`src/rtl/fetch_redirect_ctrl.sv`:
```
// rtl/fetch_redirect_ctrl.sv - IF0 redirect/stall sequencer with EX redirect replay across PC freezes
// Optional perf counters: define FETCH_REDIRECT_PERF_EN
module fetch_redirect_ctrl #(
    parameter int              WORD     = 32,
    parameter logic [WORD-1:0] RESET_PC = 32'h1C000000
) (
    input  logic            clk,
    input  logic            rst,
    input  logic            pre_branch,
    input  logic [WORD-1:0] pre_pc,
    input  logic            ex_branch,
    input  logic [WORD-1:0] ex_pc,
    input  logic            stall_icache,
    input  logic            stall_load,
    input  logic            stall_dcache,
    output logic            if0_pre_branch,
    output logic [WORD-1:0] if0_pre_pc,
    output logic            if0_ex_branch,
    output logic [WORD-1:0] if0_ex_pc,
    output logic            if0_pc_stall,
    output logic            flush_if,
    output logic            redirect_pending,
    output logic [WORD-1:0] redir_pc_q
`ifdef FETCH_REDIRECT_PERF_EN
    ,
    output logic [31:0]     perf_redirects,
    output logic [31:0]     perf_pend_cycles,
    output logic [31:0]     perf_pred_taken
`endif
);

    typedef enum logic {RUN, PEND} state_t;

    state_t          state;
    logic [WORD-1:0] pend_pc;
    logic            pc_frozen;

    assign pc_frozen = stall_icache | stall_dcache;

    always_ff @(posedge clk) begin
        if (rst) begin
            state   <= RUN;
            pend_pc <= RESET_PC;
        end else begin
            // The most recent EX target always wins, whether it is taken now or replayed later.
            if (ex_branch) begin
                pend_pc <= ex_pc;
            end
            case (state)
                RUN:     if (ex_branch && pc_frozen) state <= PEND;
                PEND:    if (!pc_frozen)             state <= RUN;
                default: state <= RUN;
            endcase
        end
    end

    always_comb begin
        if0_pre_branch   = 1'b0;
        if0_pre_pc       = '0;
        if0_ex_branch    = 1'b0;
        if0_ex_pc        = '0;
        if0_pc_stall     = 1'b0;
        flush_if         = 1'b0;
        redirect_pending = 1'b0;
        redir_pc_q       = pend_pc;
        if (!rst) begin
            if0_pre_pc       = pre_pc;
            if0_ex_pc        = ex_branch ? ex_pc : pend_pc;
            redirect_pending = (state == PEND);
            case (state)
                RUN: begin
                    if (ex_branch) begin
                        // A live redirect flushes the load-dependent instruction, so stall_load is dropped.
                        flush_if      = 1'b1;
                        if0_ex_branch = !pc_frozen;
                        if0_pc_stall  = pc_frozen;
                    end else begin
                        if0_pc_stall   = pc_frozen | stall_load;
                        if0_pre_branch = pre_branch;
                    end
                end
                PEND: begin
                    if (pc_frozen) begin
                        if0_pc_stall = 1'b1;
                        flush_if     = ex_branch;
                    end else begin
                        // Release: replay the redirect and kill the stale word the ICache hands back.
                        if0_ex_branch = 1'b1;
                        flush_if      = 1'b1;
                    end
                end
                default: ;
            endcase
        end
    end

`ifdef FETCH_REDIRECT_PERF_EN
    always_ff @(posedge clk) begin
        if (rst) begin
            perf_redirects   <= '0;
            perf_pend_cycles <= '0;
            perf_pred_taken  <= '0;
        end else begin
            if (if0_ex_branch) begin
                perf_redirects <= perf_redirects + 32'd1;
            end
            // Only frozen waiting cycles count; the release cycle is counted as a redirect.
            if (state == PEND && pc_frozen) begin
                perf_pend_cycles <= perf_pend_cycles + 32'd1;
            end
            if (if0_pre_branch && !if0_pc_stall) begin
                perf_pred_taken <= perf_pred_taken + 32'd1;
            end
        end
    end
`endif

endmodule
```
`config.mk`:
```
export PLATFORM = sky130hd
export DESIGN_NAME = fetch_redirect_ctrl
export DESIGN_NICKNAME = d
export VERILOG_FILES = /design/src/rtl/fetch_redirect_ctrl.sv
export SDC_FILE = /design/constraint.sdc
export NUM_CORES = 1
export LEC_CHECK = 0
export BUFFER_PORTS_ARGS = -buffer_cell sky130_fd_sc_hd__buf_2
export CAP_MARGIN = 10
export CORE_UTILIZATION = 25
export DETAILED_ROUTE_END_ITERATION = 10
export PLACE_DENSITY = 0.59
export SKIP_LAST_GASP = 1
export SLEW_MARGIN = 20
export SYNTH_ARGS = -nofsm -noshare
export SYNTH_HDL_FRONTEND = slang
export SYNTH_SLANG_ARGS = --single-unit
```
`constraint.sdc`:
```
create_clock -name clk -period 1.6 [get_ports clk]
set_clock_uncertainty 0.05 [all_clocks]
set_input_delay 0.08 -clock clk [delete_from_list [all_inputs] [get_ports clk]]
set_output_delay 0.08 -clock clk [all_outputs]
set_load 0.005 [all_outputs]
```
# ---- Yosys cells after proc, flatten, opt, wreduce, memory -nomap -nowiden
# Index checks and enable logic that the tools add are counted.
dict set report totals {
  mem_bits_rw 0
  regBits 33
  latchBits 0
  romBits 0
  memories 0
}
dict set report op_classes {
  n_mul 0
  n_addsub 0
  shifts 0
  bitwise 3
  muxes 21
  n_lt_le_gt_ge 0
  n_eq_ne 0
  reduce_logical 2
  div_mod_pow 0
}
# cell n
set ops {}
lappend ops {{32-bit 2-to-1 mux} 3}
lappend ops {{1-bit 2-to-1 mux} 14}
lappend ops {{1-bit one-hot mux with 2 select lines} 4}
lappend ops {{1-bit OR} 2}
lappend ops {{1-bit logical AND} 1}
lappend ops {{1-bit zero test} 1}
lappend ops {{1-bit inverter} 1}

# ---- Longest topological paths before layout
dict set report logic_depth {
  depth_word 5
  mapped_depth 4
  depth_no_buf 2
}

# ---- Worst setup path before layout
# No wires, ideal clock.
dict set report synth_timing {
  kind {reg-to-output}
  start {register state}
  end {output port if0_pc_stall}
  path_stages_with_launch 3
  setup_slack_ns 0.677
  n_path_buf 0
  arrival_time_ns 0.793
  required_ns 1.470
  path_cell_list {dfxtp_1 > or3b_1 > a21oi_1}
}
dict set report synth_between {
  elab_chain_cells 3
}
# element line_no
set synth_rtl {}
lappend synth_rtl {{start: declaration} 34} ;# state_t state;
lappend synth_rtl {{start signal: assignment} 42} ;# state <= RUN;
lappend synth_rtl {{start signal: assignment} 50} ;# RUN: if (ex_branch && pc_frozen) state <= PEND;
lappend synth_rtl {{start signal: assignment} 51} ;# PEND: if (!pc_frozen) state <= RUN;
lappend synth_rtl {{1-bit inverter} --}
lappend synth_rtl {{1-bit one-hot mux with 2 select lines *} 70} ;# case (state)
lappend synth_rtl {{1-bit 2-to-1 mux *} 66} ;# if (!rst) begin
lappend synth_rtl {{end: declaration} 20} ;# output logic if0_pc_stall,
# Every way passes the cells marked *; elsewhere a longest branch is shown, timed or not.

# ---- Worst setup path in the final report
# Same ends and word-level chain as after synthesis.

==> flow_summary.ini <==
[run_status]
status = completed

[clock_tree]
cts_root_buffer = clkbuf_8
ctsHoldBuffers = 3
clock-sinks = 33
cts_buffers = 5
cts.path.max_buffers = 2
cts_resized = 0
tritoncts = yes
clkLatencyLatePin_ns = 0.27
clk_pin_slew_ns = 0.07
cts_setup_buffers = 0
htreeDepth = 2

[sta]
slew_violations = 0
rsz0062_at_grt = false
max_freq_ghz = 0.756
hold_viol = 0
worst_slack_ns = 0.277
setup_viol = 0
relSlewSlack_pct = 73.5
max_slew.worst_pin.slew_ns = 0.398
fin_crit_ns = 1.32
holdWs_ns = 0.0135
finalCritPeriodShare_pct = 82.7
setup-tns-final_ns = 0

[yosys]
ys_seq_area_share_pct = 42.3
synth-async-reset-ratio_pct = 0
synth.most_common_cell = nor2_1
synth.area.top_cells = dfxtp_1, mux2i_1, nor2_1
ys_seq_elements = 33
syn-num-nets = 257
synth-edff-count = 0
netlist_area_mm2 = 0.00156
synth_top_area_share_pct = 42.3
yosysUniqueCellTypes = 16
netlist_instances = 186
synth_area_leader_cell = dfxtp_1
synth_common_cells = nor2_1, dfxtp_1, nor2b_1
ys.flop_type = dfxtp_1
syn_avg_cell_area_um2 = 8.40
ys_warn_count = 0

[cells_and_area]
fin_nets = 427
final_cells = 432
layout-drive-gt1-share_pct = 51.0
n_antenna_cell = 0
syn_to_final_growth_pct = 68.3
postLayoutCoreUtil_pct = 43.9
fill_cells = 622
final_cell_area_mm2 = 0.00263

[placed_design]
port_buffers = 171
dpl_cell_area_mm2 = 0.00248
preCtsSetupSlack_ns = 0.555
place_hpwl_mm = 3.36
dpl.cell_count = 421
place_congestion = 0.747

[critical_path]
critical_path_arrival_ns = 1.19
end_kind = primary output
crit_type = reg2out
cp.required_ns = 1.47
startpoint_type = register
cp_max_fo = 3

[die]
rows = 28
start_util_pct = 26.1
ios = 172
die_w_um = 81.1
core_mm2 = 0.00599
die_height_um = 81.1
dieArea_mm2 = 0.00657

[min_path]
hold_class = in2reg

[global_route]
overflow = 0
grt_antenna_before_repair = 0
grt_pass1_vias = 1462
grt_pass1_wl_mm = 6.32
grt.total_usage_pct = 12.6
grt_max_degree = 51

[detailed_routing]
routedWlPerCell_um = 10.0
ant_nets = 0
detail_route.iter0.violations = 43
drc = 0
num_vias = 1756
via_per_inst = 4.06
drt_wl_total_mm = 4.33
drtPass1Iterations = 3

[job]
max-cap-violations = 0

[pwr]
finalPower_mw = 2.14
p_leak_nw = 1.55
power_density_mw_per_mm2 = 814
ir_drop_uv = 374
[flip-flops by register name (all words and copies together) (netlist names)]
name / cells
state: 1
redir_pc_q: 32
[cell families after synthesis]
family	count (synthesis)	share of synthesized area, %
simple gates	103	30.7
flops	33	42.3
mux	32	20.5
buf+inv	16	5.60
compound gates	2	0.880
[metal layers]
| layer | track usage [%] | part of all wire, % | vias up |
|---|---|---|---|
| met2 | 23.4 | 48 | 86 |
| li1 | - | - | 928 |
| met5 | 0 | 0 | - |
| met1 | 13.4 | 43 | 740 |
| met3 | 3.48 | 8.0 | 2 |
| met4 | 4.82 | 0.62 | 0 |
[critical path, stage by stage, from the launching register on]
cell and delay (ns):
dfxtp_1 0.32, or3b_1 0.34, a21oi_1 0.14, buf_2 0.13
[cell type report]
cell class,instances,area [um2],share of cell area (%)
Clock buffer,7,86.3,3.28
Sequential cell,33,661,25.1
Timing Repair Buffer,178,941,35.8
Multi-Input combinational cell,137,815,31.0
Clock inverter,1,30.0,1.14
Tap cell,75,93.8,3.57
Inverter,1,3.75,0.143
[where the power goes]
group / leakage (nW) / internal (mW) / switching [mW]
logic: 1.22 / 0.249 / 0.209
clock network: 0.0585 / 0.507 / 0.281
registers: 0.273 / 0.871 / 0.0229
total: 1.55 / 1.63 / 0.513
[final timing paths]
path | start | endpoint | slack [ns] | cells after the start
worst max-delay path | state$_SDFF_PP0_ | if0_pc_stall | 0.28 | 3
worst min-delay path | ex_pc[24] | redir_pc_q[24]$_SDFF_PP0_ | 0.01 | 3
worst max register to register | redir_pc_q[2]$_SDFF_PP0_ | redir_pc_q[2]$_SDFF_PP0_ | 0.88 | 2
worst min register to register | redir_pc_q[31]$_SDFF_PP0_ | redir_pc_q[31]$_SDFF_PP0_ | 0.46 | 2
[cells in the final DEF, fill, tap and decap left out, drive strengths merged]
cell type / n
a21oi: 1
a22o: 1
and3: 1
buf: 175
bufinv: 1
clkbuf: 7
dfxtp: 33
dlygate4sd3: 3
inv: 1
mux2i: 32
nand2: 3
nor2: 63
nor2b: 33
nor3: 1
nor4: 1
or3b: 1
No activity file was read; power rests on OpenSTA's default activity.
